**src/rtl/vdg_pkg.sv**
```systemverilog
// Shared video-display-generator definitions: mode encodings, colour codes, byte payload.
package vdg_pkg;

  localparam int unsigned SLOTS    = 8;
  localparam int unsigned DATA_W   = 8;
  localparam int unsigned ATTR_W   = 4;
  localparam int unsigned COLOUR_W = 4;
  localparam int unsigned COUNT_W  = 4;
  localparam int unsigned SLOT_W   = 3;

  typedef enum logic [1:0] {
    MODE_ALPHA = 2'd0,
    MODE_SG    = 2'd1,
    MODE_CG    = 2'd2,
    MODE_RG    = 2'd3
  } mode_e;

  localparam logic [COLOUR_W-1:0] BLACK    = 4'd0;
  localparam logic [COLOUR_W-1:0] GREEN    = 4'd1;
  localparam logic [COLOUR_W-1:0] YELLOW   = 4'd2;
  localparam logic [COLOUR_W-1:0] BLUE     = 4'd3;
  localparam logic [COLOUR_W-1:0] RED      = 4'd4;
  localparam logic [COLOUR_W-1:0] BUFF     = 4'd5;
  localparam logic [COLOUR_W-1:0] CYAN     = 4'd6;
  localparam logic [COLOUR_W-1:0] MAGENTA  = 4'd7;
  localparam logic [COLOUR_W-1:0] ORANGE   = 4'd8;
  localparam logic [COLOUR_W-1:0] DKGREEN  = 4'd10;
  localparam logic [COLOUR_W-1:0] DKORANGE = 4'd11;

  // One fetched video byte together with its attribute nibble.
  typedef struct packed {
    logic [DATA_W-1:0] data;
    logic [ATTR_W-1:0] attr;
  } vbyte_t;

endpackage

```
**src/rtl/vdg_pixel_decode.sv**
```systemverilog
// Combinational pixel decode: mode, current bit/pair and attributes to a colour code.
module vdg_pixel_decode
  import vdg_pkg::*;
(
  input  mode_e               mode_i,
  input  logic                css_i,
  input  logic [ATTR_W-1:0]   attr_i,
  input  logic                bit_i,
  input  logic [1:0]          pair_i,
  output logic [COLOUR_W-1:0] colour_o
);

  // Per-mode colour selection.
  always_comb begin
    colour_o = BLACK;
    case (mode_i)
      MODE_ALPHA: begin
        if (bit_i ^ attr_i[3]) colour_o = css_i ? ORANGE : GREEN;
        else                   colour_o = css_i ? DKORANGE : DKGREEN;
      end
      MODE_SG: begin
        if (bit_i) colour_o = COLOUR_W'(attr_i[2:0]) + GREEN;
      end
      MODE_CG: begin
        colour_o = COLOUR_W'(pair_i) + (css_i ? BUFF : GREEN);
      end
      MODE_RG: begin
        if (bit_i) colour_o = css_i ? BUFF : GREEN;
      end
      default: colour_o = BLACK;
    endcase
  end

endmodule

```
**src/rtl/vdg_pixel_shifter.sv**
```systemverilog
// Serialises one held video byte per 8 pixel slots into a colour code and select strobe.
module vdg_pixel_shifter
  import vdg_pkg::*;
(
  input  logic                Clk,
  input  logic                Reset,
  input  logic                PixEn,
  input  logic                Active,
  input  logic [DATA_W-1:0]   DataIn,
  input  logic [ATTR_W-1:0]   AttrIn,
  input  logic                DataStb,
  input  logic [1:0]          Mode,
  input  logic                Css,
  input  logic                ClrFlags,
  output logic                HoldFull,
  output logic [COLOUR_W-1:0] Colour,
  output logic                Sel,
  output logic                Underrun,
  output logic                Overrun
);

  vbyte_t               hold_q, hold_d;
  logic                 hold_full_q, hold_full_d;
  vbyte_t               shift_q, shift_d;
  mode_e                sh_mode_q, sh_mode_d;
  logic                 sh_css_q, sh_css_d;
  logic [COUNT_W-1:0]   count_q, count_d;
  logic [COLOUR_W-1:0]  colour_q, colour_d;
  logic                 sel_q, sel_d;
  logic                 underrun_q, underrun_d;
  logic                 overrun_q, overrun_d;

  logic                 load_point_c;
  logic                 load_c;
  logic                 underrun_set_c;
  logic                 overrun_set_c;
  vbyte_t               dec_src_c;
  mode_e                dec_mode_c;
  logic                 dec_css_c;
  logic [SLOT_W-1:0]    slot_c;
  logic [SLOT_W-1:0]    pair_idx_c;
  logic                 dec_bit_c;
  logic [1:0]           dec_pair_c;
  logic [COLOUR_W-1:0]  dec_colour_c;

  // Load and error events for this cycle.
  assign load_point_c   = PixEn && Active && (count_q == COUNT_W'(0));
  assign load_c         = load_point_c && hold_full_q;
  assign underrun_set_c = load_point_c && !hold_full_q;
  assign overrun_set_c  = DataStb && hold_full_q && !load_c;

  // On a load the decoder looks straight at the holding register so slot 0 needs no extra cycle.
  assign dec_src_c  = load_c ? hold_q : shift_q;
  assign dec_mode_c = load_c ? mode_e'(Mode) : sh_mode_q;
  assign dec_css_c  = load_c ? Css : sh_css_q;
  assign slot_c     = load_c ? SLOT_W'(0) : SLOT_W'(COUNT_W'(SLOTS) - count_q);
  assign pair_idx_c = {slot_c[2:1], 1'b0};
  assign dec_bit_c  = dec_src_c.data[SLOT_W'(7) - slot_c];
  assign dec_pair_c = {dec_src_c.data[SLOT_W'(7) - pair_idx_c],
                       dec_src_c.data[SLOT_W'(6) - pair_idx_c]};

  vdg_pixel_decode u_decode (
    .mode_i   (dec_mode_c),
    .css_i    (dec_css_c),
    .attr_i   (dec_src_c.attr),
    .bit_i    (dec_bit_c),
    .pair_i   (dec_pair_c),
    .colour_o (dec_colour_c)
  );

  // Next-state logic for holding register, shifter, counter, outputs and sticky flags.
  always_comb begin
    hold_d      = hold_q;
    hold_full_d = hold_full_q;
    shift_d     = shift_q;
    sh_mode_d   = sh_mode_q;
    sh_css_d    = sh_css_q;
    count_d     = count_q;
    colour_d    = colour_q;
    sel_d       = sel_q;

    if (PixEn) begin
      if (!Active) begin
        colour_d = BLACK;
        sel_d    = 1'b0;
        count_d  = COUNT_W'(0);
        shift_d  = '0;
      end else if (count_q == COUNT_W'(0)) begin
        if (hold_full_q) begin
          shift_d   = hold_q;
          sh_mode_d = mode_e'(Mode);
          sh_css_d  = Css;
          count_d   = COUNT_W'(SLOTS - 1);
          colour_d  = dec_colour_c;
          sel_d     = 1'b1;
        end else begin
          colour_d = BLACK;
          sel_d    = 1'b0;
        end
      end else begin
        count_d  = count_q - COUNT_W'(1);
        colour_d = dec_colour_c;
        sel_d    = 1'b1;
      end
    end

    // A strobe always refills the holding register, even on the cycle it is drained.
    if (DataStb) begin
      hold_d      = '{data: DataIn, attr: AttrIn};
      hold_full_d = 1'b1;
    end else if (load_c) begin
      hold_full_d = 1'b0;
    end

    underrun_d = underrun_set_c || (underrun_q && !ClrFlags);
    overrun_d  = overrun_set_c  || (overrun_q  && !ClrFlags);
  end

  // State registers with synchronous reset.
  always_ff @(posedge Clk) begin
    if (Reset) begin
      hold_q      <= '0;
      hold_full_q <= 1'b0;
      shift_q     <= '0;
      sh_mode_q   <= MODE_ALPHA;
      sh_css_q    <= 1'b0;
      count_q     <= '0;
      colour_q    <= BLACK;
      sel_q       <= 1'b0;
      underrun_q  <= 1'b0;
      overrun_q   <= 1'b0;
    end else begin
      hold_q      <= hold_d;
      hold_full_q <= hold_full_d;
      shift_q     <= shift_d;
      sh_mode_q   <= sh_mode_d;
      sh_css_q    <= sh_css_d;
      count_q     <= count_d;
      colour_q    <= colour_d;
      sel_q       <= sel_d;
      underrun_q  <= underrun_d;
      overrun_q   <= overrun_d;
    end
  end

  assign HoldFull = hold_full_q;
  assign Colour   = colour_q;
  assign Sel      = sel_q;
  assign Underrun = underrun_q;
  assign Overrun  = overrun_q;

endmodule
```
**config.mk**
```make
export PLATFORM = sky130hd
export DESIGN_NAME = vdg_pixel_shifter
export DESIGN_NICKNAME = d
export VERILOG_FILES = /design/src/rtl/vdg_pkg.sv /design/src/rtl/vdg_pixel_decode.sv /design/src/rtl/vdg_pixel_shifter.sv
export SDC_FILE = /design/constraint.sdc
export NUM_CORES = 1
export LEC_CHECK = 0
export ABC_AREA = 1
export CORE_MARGIN = 2
export CORE_UTILIZATION = 35
export DETAILED_ROUTE_END_ITERATION = 10
export PLACE_DENSITY = 0.55
export SLEW_MARGIN = 30
export SYNTH_ARGS = -nofsm -noshare
export SYNTH_HDL_FRONTEND = slang
export SYNTH_SLANG_ARGS = --single-unit
```
**constraint.sdc**
```tcl
create_clock -name Clk -period 4.44 [get_ports Clk]
set_input_delay 1.11 -clock Clk [delete_from_list [all_inputs] [get_ports Clk]]
set_output_delay 1.11 -clock Clk [all_outputs]
set_load 0.005 [all_outputs]
```
Word-level counts from Yosys, hierarchy flattened. Cells that the tools add are included.

Logic and storage cells: 79. Output and inout port bits: 8. Bits of input ports: 21. Flip-flop bits (word level): 39.

Equality and inequality tests: 6. $lt $le $gt $ge: 3. Multiplexer cells: 31. Reductions and logical operators: 19. Add/subtract/negate cells: 7. Bitwise operators: 1.

Operators with widths (number): two-way mux 12 bit (4); two-way mux 4 bit (10); case mux 4 bit (4 select lines) (1); less-than comparator 3 x 4 -> 1 bit (second input constant) (3); two-way mux 1 bit (10); binary-select mux 1 bit (select 3 bit) (3); subtractor 3 bit (first input constant) (3); logical AND 1 bit (8); two-way mux 3 bit (2); adder 2 x 3 -> 4 bit (1); adder 3 x 1 -> 4 bit (second input constant) (1); equality test 2 bit (second input constant) (2); zero test 4 bit (1); != test 2 x 1 -> 1 bit (second input constant) (2); AND reduction 4 bit (1); subtractor 4 x 1 -> 4 bit (second input constant) (1); zero test 1 bit (3); != test 3 bit (second input constant) (1); AND reduction 3 bit (1); subtractor 1 x 3 -> 3 bit (first input constant) (1); equality test 2 x 1 -> 1 bit (second input constant) (1); zero test 2 bit (1); logical OR 1 bit (2); two-way mux 2 bit (1); 3 further kinds (3).

Logic depth before layout (Yosys ltp). Gate-level depths: netlist of the first run.

Depth in word-level cells: 13. Depth in mapped cells: 20. Depth with buffers taken out: 19.

Hierarchy. Synthesis of the first run repeated with hierarchy kept, for this count alone.

Cells, all modules: 298. Area total of the unflattened synthesis: 1998.2 µm².

By module, submodules not included: vdg_pixel_shifter (instances 1, cells each 247, seq. area each 780.7 µm², area each 1752.9 µm²); vdg_pixel_decode (instances 1, cells each 51, seq. area each 0.0 µm², area each 245.2 µm²).

Worst setup path after synthesis of the first run. Ideal clock, no wire load.

Path type: input to register. From: input port PixEn. To: register colour_q[0], in the netlist Colour[0]. Setup time: 131 ps. Setup slack: 1702 ps. Cell stages on the path: 19. Data required time: 4309 ps. Path buffers: 2. Data arrival time: 2608 ps. Cell sequence: buf_6 -> nand3_4 -> inv_2 -> nand2_2 -> buf_6 -> nand3_1 -> nand2_1 -> inv_1 -> nand2_1 -> nand3_2 -> nand2_2 -> nand2_2 -> and2_1 -> ha_1 -> nand2_1 -> nand2_1 -> inv_1 -> nand2_1 -> a21oi_2.

Cells in the longest elaborated chain, start to end: 13. Elaborated cells between the ends (all ways): 29. Those cells by class: 4 x add/sub; 3 x eq/ne; 17 x mux; 1 x bitwise; 4 x reduce/logical.

Ends and longest elaborated chain: start: declaration (line vdg_pixel_shifter.sv:7) `input logic PixEn,`; parallel branches: the longest is 13 deep, another holds adder 2 x 3 -> 4 bit; end signal: assignment (line vdg_pixel_shifter.sv:139) `colour_q <= colour_d;`; end: declaration (line vdg_pixel_shifter.sv:28) `logic [COLOUR_W-1:0] colour_q, colour_d;`.

Several ways; the timed one is not identified. The select of a mux whose other input is x is not followed. A chain may end at the register's enable or synchronous reset.

Final worst setup path of the first run. Ends and elaborated chain as after synthesis.

==> run summary, run 1 <==
The met1 routing resource usage after global routing is 20.5%. The clock net sink count came out at 39. The number of cell rows is 28. The first detailed-routing pass took 4 iterations. After synthesis, flip-flops and latches occupy 37.4% of the total area. The first global-routing pass estimated 7910 um of wire. The post-place setup slack is 756 ps. After the first detailed-routing iteration, the DRC count stood at 44. The number of global-route vias before repair is 1,777. The buffer type at the clock tree root is sky130_fd_sc_hd__clkbuf_8. The total area inside the core boundary comes to 5850 um2. The remaining max-slew budget at the tightest pin is 38.9%. The period utilization came out at 76.6%. The worst setup path is of the in2reg kind.

The max-slew violation count came out at 0. Of all nets on the critical path, the largest fanout is 11. In this run the most used layer during global routing was met2. The hold path startpoint is shift_q[3]$_SDFFE_PP0P_. The number of vias per cell after detailed routing came out at 4.68. The starting utilization of the core area is 35.7%.

The buffer levels on the longest clock path came out at 2. 0 antenna diodes ended up in the layout. The overflow left after global routing came out at 0. The number of warnings issued by yosys is 0.

The number of storage elements in the synthesis netlist came out at 39. The post-synth net total came out at 333. Static timing analysis puts the maximum clock frequency at 294 MHz. The remaining design rule violation count is 0. The transition time at the pin with the least slew margin is 914 ps. sky130_fd_sc_hd__dfxtp_1 takes more of the synthesized area than any other cell. The CTS tree is done. The die covers 6600 um2. The met3 usage in global routing came out at 3.33%. The combined global-route utilization of all metal layers came out at 15.6%. The total standard cell area after synthesis is 2090 um2.

The final antenna-violating net count came out at 0. The count of input and output buffers came out at 28. The clock latency at the later pin of the worst-skew pair came out at 290 ps.

The maximum number of pins on one net before global-route repair is 24. The gate count after technology mapping is 308. The post-route netlist has 11.7% of its cells at a drive strength greater than 1.

The die height is 81.2 um. Yosys attributes the largest share of cell area to sky130_fd_sc_hd__dfxtp_1 (37%), sky130_fd_sc_hd__nand2_1 (16%), sky130_fd_sc_hd__a21oi_1 (7.4%). The number of distinct library cells after synthesis came out at 31. The critical path starts at PixEn. The path class of the tightest hold or removal check is reg2reg. In the final routed layout, each cell accounts on average for 11.3 um. The fraction of post-synthesis cell area in the top cell type by area came out at 37.4%. The routed layout has 1,909 vias. The worst path required time is 4670 ps. Setup violations remaining at the end of the flow were counted as 0.

The I/O pin total came out at 29. The clock-pin slew on the worst setup and hold paths came out at 80 ps. Clock tree synthesis inserted a total of 5 buffers. The HPWL after detailed placement came out at 3350 um. The setup TNS after final layout came out at 0 ps.

Max-cap violations in this run came to 0. The post-synthesis average cell area came out at 6.78 um2. After layout, the minimum clock period comes to 3400 ps.

The final worst-path setup slack came out at 1040 ps. The met2 demand-to-capacity share in global routing came out at 24.8%. Once the clock tree was built, the setup fixing pass inserted 0 buffers.

The run finished with clean final reports. The clock arrives with 8.06 ps of skew. The data arrival time of the critical path is 3630 ps. The total routed wirelength is 4610 um. The maximum level of the CTS H-tree came out at 2.

The area overhead of the layout relative to synthesis is 19.0%. The width of the die came out at 81.2 um. The post-cts hold buffer count came out at 0.

Setup repair after global routing left no endpoint under its margin. The startpoint of the most critical register-to-register path is count_q[0]$_SDFFE_PP0P_. The final layout net count came out at 358. The worst setup path is launched from an input pin.

The number of antenna violations at the first check in global routing came out at 0. The worst voltage drop across the vdd grid is 0.000146 V. The final weighted congestion in routability-driven placement came out at 0.901. Power spread over the standard cell area amounts to 309 nW/um2. The number of hold violations in the final report is 0. The reported leakage power came out at 1.05 nW. The sort of element at the end of the critical path is a flop.

The count of cells resized by post-cts repair came out at 0.
[synthesized netlist by cell type]
cell type and instances:
sky130_fd_sc_hd__o21bai_1 3, sky130_fd_sc_hd__nand3_2 2, sky130_fd_sc_hd__nand3_4 1, sky130_fd_sc_hd__clkbuf_1 7
sky130_fd_sc_hd__buf_6 3, sky130_fd_sc_hd__inv_1 36, sky130_fd_sc_hd__nor2_2 2, sky130_fd_sc_hd__nor3_1 1
sky130_fd_sc_hd__buf_4 2, sky130_fd_sc_hd__and2_1 1, sky130_fd_sc_hd__dfxtp_1 39, sky130_fd_sc_hd__ha_1 4
sky130_fd_sc_hd__o22ai_1 1, sky130_fd_sc_hd__a21oi_1 31, sky130_fd_sc_hd__o21ai_1 2, sky130_fd_sc_hd__xor2_1 1
sky130_fd_sc_hd__inv_2 6, sky130_fd_sc_hd__nor2_1 23, sky130_fd_sc_hd__nand2_2 9, sky130_fd_sc_hd__o21ai_0 3
sky130_fd_sc_hd__or2_2 2, sky130_fd_sc_hd__nor3_2 1, sky130_fd_sc_hd__a21oi_2 2, sky130_fd_sc_hd__nand3_1 24
sky130_fd_sc_hd__o21ai_2 3, sky130_fd_sc_hd__nand2_4 2, sky130_fd_sc_hd__nand4_1 1, sky130_fd_sc_hd__clkinv_1 1
sky130_fd_sc_hd__nand2_1 88, sky130_fd_sc_hd__a211oi_1 6, sky130_fd_sc_hd__xnor2_1 1
[flip-flops by register name, indices dropped and copies added (netlist names), 2 cells and up]
register / count
sh_mode_q: 2
hold_q: 12
shift_q: 12
count_q: 4
Colour: 4
[cells in the final DEF (no fill, tap or decap), drive strengths merged]
master	count
a211oi	6
a21oi	33
and2	1
buf	2
clkbuf	5
clkdlybuf4s50	28
clkinv	3
dfxtp	39
ha	4
inv	42
nand2	99
nand3	27
nand4	1
nor2	25
nor3	2
o21ai	8
o21bai	3
o22ai	1
or2	2
xnor2	1
xor2	1
[area by class of cell]
| class | instances | area [um2] |
|---|---|---|
| fill | 629 | 3370 |
| multi-input combinational | 214 | 1070 |
| sequential | 39 | 781 |
| timing repair buffer | 30 | 295 |
| inverter | 43 | 161 |
| tap | 75 | 93.8 |
| clock buffer | 5 | 68.8 |
| clock inverter | 2 | 13.8 |
[worst paths after layout]
path                             endpoint  slack, ps  depth (start not counted)
setup / recovery   Colour[0]$_SDFFE_PP0P_       1040                         15
hold / removal    shift_q[3]$_SDFFE_PP0P_        460                          2
setup reg to reg   Colour[0]$_SDFFE_PP0P_       1670                         19
hold reg to reg   shift_q[3]$_SDFFE_PP0P_        460                          2
[metrics by stage]
stage | power, mW | std cells | area [um2] | utilization, % | hold slack (ps)
floorplan | 0.493 | 308 | 2090 | - | 440
global placement | 0.544 | 401 | 2400 | 41.1 | 450
detailed placement | 0.544 | 401 | 2400 | 41.1 | 452
CTS | 0.780 | 408 | 2480 | 42.5 | 465
global route | 0.815 | 408 | 2480 | 42.5 | 486
finish | 0.768 | 408 | 2480 | 42.5 | 462
[per-layer routing]
layer | share of wire [%] | vias up | routed length [um]
met5 | 0 | - | 0
met4 | 1.4 | 0 | 63
met3 | 5.6 | 7 | 257
met2 | 41 | 48 | 1900
met1 | 52 | 836 | 2390
li1 | - | 1018 | -
[report_power, final]
part,total [mW],internal [mW],switching [mW]
Sequential,0.376,0.365,0.0102
Clock,0.231,0.107,0.124
Combinational,0.161,0.0656,0.0949
[critical path, cell delays in order]
cell and delay [ps]:
sky130_fd_sc_hd__clkdlybuf4s50_1 670, sky130_fd_sc_hd__nand3_4 120, sky130_fd_sc_hd__nor2_2 400, sky130_fd_sc_hd__buf_4 300
sky130_fd_sc_hd__nand2_1 110, sky130_fd_sc_hd__o21ai_2 90, sky130_fd_sc_hd__inv_1 60, sky130_fd_sc_hd__nand3_1 90
sky130_fd_sc_hd__and2_1 130, sky130_fd_sc_hd__ha_1 220, sky130_fd_sc_hd__nand2_1 60, sky130_fd_sc_hd__nand2_1 40
sky130_fd_sc_hd__inv_1 50, sky130_fd_sc_hd__nand2_1 60, sky130_fd_sc_hd__a21oi_2 110
[kinds of logic (layout without fill, tap and decap cells)]
family | after synthesis | in the layout | synth area share (%)
buffers and inverters | 55 | 80 | 11.3
flip-flops | 39 | 39 | 37.4
AND/OR/NAND/NOR | 157 | 157 | 33.8
XOR/XNOR | 2 | 2 | 0.839
AO/OA/AOI/OAI | 51 | 51 | 14.3
adder cells (fa/ha/maj) | 4 | 4 | 2.40
Note: power is estimated with default switching activity, not from simulation.
==> run 2, diff against run 1 <==
- clock period: 4.44 -> 3.39 ns (I/O delays scaled with it)
==> run 2 against run 1 <==
  * Critical path depth up 2
  * Final cell count up 0.74%
  * Global-route usage down 0.16 points
==> run summary, run 2 (synthesis gave the netlist of run 1 again) <==
The run finished with clean final reports. The cell area power density is 413 nW/um2. The I/O pin total came out at 29. After detailed routing, the average wire length per cell comes to 10.9 um. The count of cells resized by post-cts repair came out at 0. TritonCTS built the clock tree.

The relative contribution of combinational cells to total power is 20.2%. The switching power total came out at 0.311 mW. The buffer levels on the longest clock path came out at 2.

For the worst setup path, the data required time is 3570 ps. The number of cell rows is 28. For this run, the top clock speed supported by timing is 350 MHz. STA classifies the critical path startpoint as an input pin. The number of hold violations in the final report came out at 0. The largest clock skew in the final design is 5.87 ps.

The maximum level of the CTS H-tree is 2. The total die area is 6600 um2. The number of detailed-routing iterations run before antenna repair is 4. After detailed routing, the number of vias per cell comes to 4.52. The final core area utilization is 43.2%. The floorplan step set the die height to 81.2 um. The total routed wirelength came out at 4490 um. The clock net sink count is 39. The max-slew violation count is 0. The post-CTS setup-driven buffer insertion count is 0. The starting utilization of the core area is 35.7%. The period utilization is 84.3%. The number of buffers added by the clock tree synthesis step is 5. The remaining design rule violation count came out at 0. Setup repair after global routing left no endpoint under its margin. In this run the tightest slew margin relative to its limit is 66.8%.

The setup TNS after final layout is 0 ps. The clock latency at the later pin of the worst-skew pair is 300 ps. CTS placed an instance of sky130_fd_sc_hd__clkbuf_8 at the clock tree root. The clock-pin slew on the worst setup and hold paths is 80 ps. The initial DRC count came out at 97.

At the end of the flow, the number of nets in the layout was 360. The final worst-path setup slack came out at 533 ps. In this run the worst hold path is classified as reg2reg. The data arrival time of the critical path came out at 3040 ps.

Entering global routing, the biggest net connects 29 pins. The total of max-cap violations came out at 0. The first global-routing pass estimated 7810 um of wire. The final non-filler cell total is 411. The worst voltage drop across the vdd grid is 0.000178 V. In this run the static leakage power is 1.06 nW.

The final weighted congestion in routability-driven placement came out at 0.822. The width of the die is 81.2 um. The number of setup violations in the final report is 0. At the pin with the least slew margin, the transition time is 497 ps.

Internal power comes to 0.733 mW. The combined global-route utilization of all metal layers came out at 15.4%. The filler cell count in the final layout is 631. The final hold slack came out at 462 ps. The switching fraction of total power is 29.8%. The wire-length estimate of the detail-placed layout is 3300 um. The post-cts hold buffer count came out at 0. The worst setup path is captured at a flop. The post-place setup slack is 232 ps. The number of vias in the routed layout is 1,857. The number of global-route vias before repair is 1,709. Along the worst path, the maximum fanout reaches 16. In this run the standard cell core region covers 5850 um2. Global routing finished with a remaining overflow of 0. The count of input and output buffers is 28.

The number of antenna violations at the first check in global routing is 0. The share of total power in sequential cells is 47.1%. The number of inserted diodes came out at 0.

The share of layout cells above drive strength 1 came out at 12.5%. The most frequent standard cell in the layout excluding fill and tap cells is sky130_fd_sc_hd__nand2_1. The top cell types in the final layout, fill and taps aside, are sky130_fd_sc_hd__nand2_1 (88), sky130_fd_sc_hd__dfxtp_1 (39), sky130_fd_sc_hd__inv_1 (36), sky130_fd_sc_hd__a21oi_1 (31), sky130_fd_sc_hd__clkdlybuf4s50_1 (28).

The worst path in the final design needs a cycle of 2860 ps, including I/O delays and setup. In this run the remaining antenna-violating nets after routing total 0. The path type of the worst setup path is in2reg. In the final layout, the registers with the most flip-flops are hold_q (12), shift_q (12). The number of placed cells counting well taps came out at 403. Compared with the post-synthesis result, the final layout area differs by 21.1%. The clock share of power is 32.7%.
-- run 2: changes by cell type in the layout (fill, tap and decap cells not counted) --
cell / previous run / this run
sky130_fd_sc_hd__buf_4: 2 / 3
sky130_fd_sc_hd__clkbuf_8: 5 / 6
sky130_fd_sc_hd__buf_12: 0 / 1
sky130_fd_sc_hd__clkinv_2: 1 / 0
sky130_fd_sc_hd__clkinvlp_4: 0 / 1
-- run 2: final timing paths --
path / start / to / slack [ps] / cells past startpoint
worst max-delay path: Active / Colour[0]$_SDFFE_PP0P_ / 530 / 17
worst min-delay path: shift_q[11]$_SDFFE_PP0P_ / shift_q[11]$_SDFFE_PP0P_ / 460 / 2
worst max register to register: count_q[0]$_SDFFE_PP0P_ / Colour[2]$_SDFFE_PP0P_ / 720 / 17
worst min register to register: shift_q[11]$_SDFFE_PP0P_ / shift_q[11]$_SDFFE_PP0P_ / 460 / 2
-- run 2: area by class of cell --
| type | instances | area (um2) | area share, % |
|---|---|---|---|
| Clock buffer | 6 | 82.6 | 3.27 |
| Clock inverter | 2 | 16.3 | 0.643 |
| Timing Repair Buffer | 32 | 323 | 12.8 |
| Inverter | 43 | 161 | 6.38 |
| Tap cell | 75 | 93.8 | 3.71 |
| Sequential cell | 39 | 781 | 30.9 |
| Multi-Input combinational cell | 214 | 1070 | 42.4 |
-- run 2: metal layers --
| layer | vias to the layer above | track usage (%) | part of all wire [%] |
|---|---|---|---|
| met5 | - | 0 | 0 |
| met2 | 51 | 23.0 | 40 |
| li1 | 1023 | - | - |
| met4 | 0 | 6.78 | 2.0 |
| met3 | 9 | 3.67 | 5.4 |
| met1 | 774 | 21.0 | 53 |
-- run 2: critical path, cell delays in order --
cell	delay (ps)
sky130_fd_sc_hd__clkdlybuf4s50_1	560
sky130_fd_sc_hd__nand3_4	100
sky130_fd_sc_hd__inv_2	60
sky130_fd_sc_hd__nand2_2	210
sky130_fd_sc_hd__nand2_1	150
sky130_fd_sc_hd__nand3_1	90
sky130_fd_sc_hd__nand2_1	80
sky130_fd_sc_hd__nand3_2	70
sky130_fd_sc_hd__nand2_2	140
sky130_fd_sc_hd__nand2_2	60
sky130_fd_sc_hd__and2_1	130
sky130_fd_sc_hd__ha_1	260
sky130_fd_sc_hd__nand2_1	50
sky130_fd_sc_hd__nand2_1	70
sky130_fd_sc_hd__inv_1	40
sky130_fd_sc_hd__nand2_1	70
sky130_fd_sc_hd__a21oi_2	50
-- run 2: power by group through the flow --
stage	Combinational, mW	Sequential (mW)	Clock [mW]
6_report	0.211	0.492	0.341
5_1_grt	0.242	0.495	0.372
4_1_cts	0.213	0.492	0.355
3_5_place_dp	0.212	0.503	0
3_3_place_gp	0.213	0.503	0
2_1_floorplan	0.145	0.501	0
-- run 2: per-stage QoR --
step,total power [mW],instance area [um2]
2_1_floorplan,0.646,2090
3_3_place_gp,0.715,2430
3_5_place_dp,0.715,2430
4_1_cts,1.06,2530
5_1_grt,1.11,2530
6_report,1.04,2530
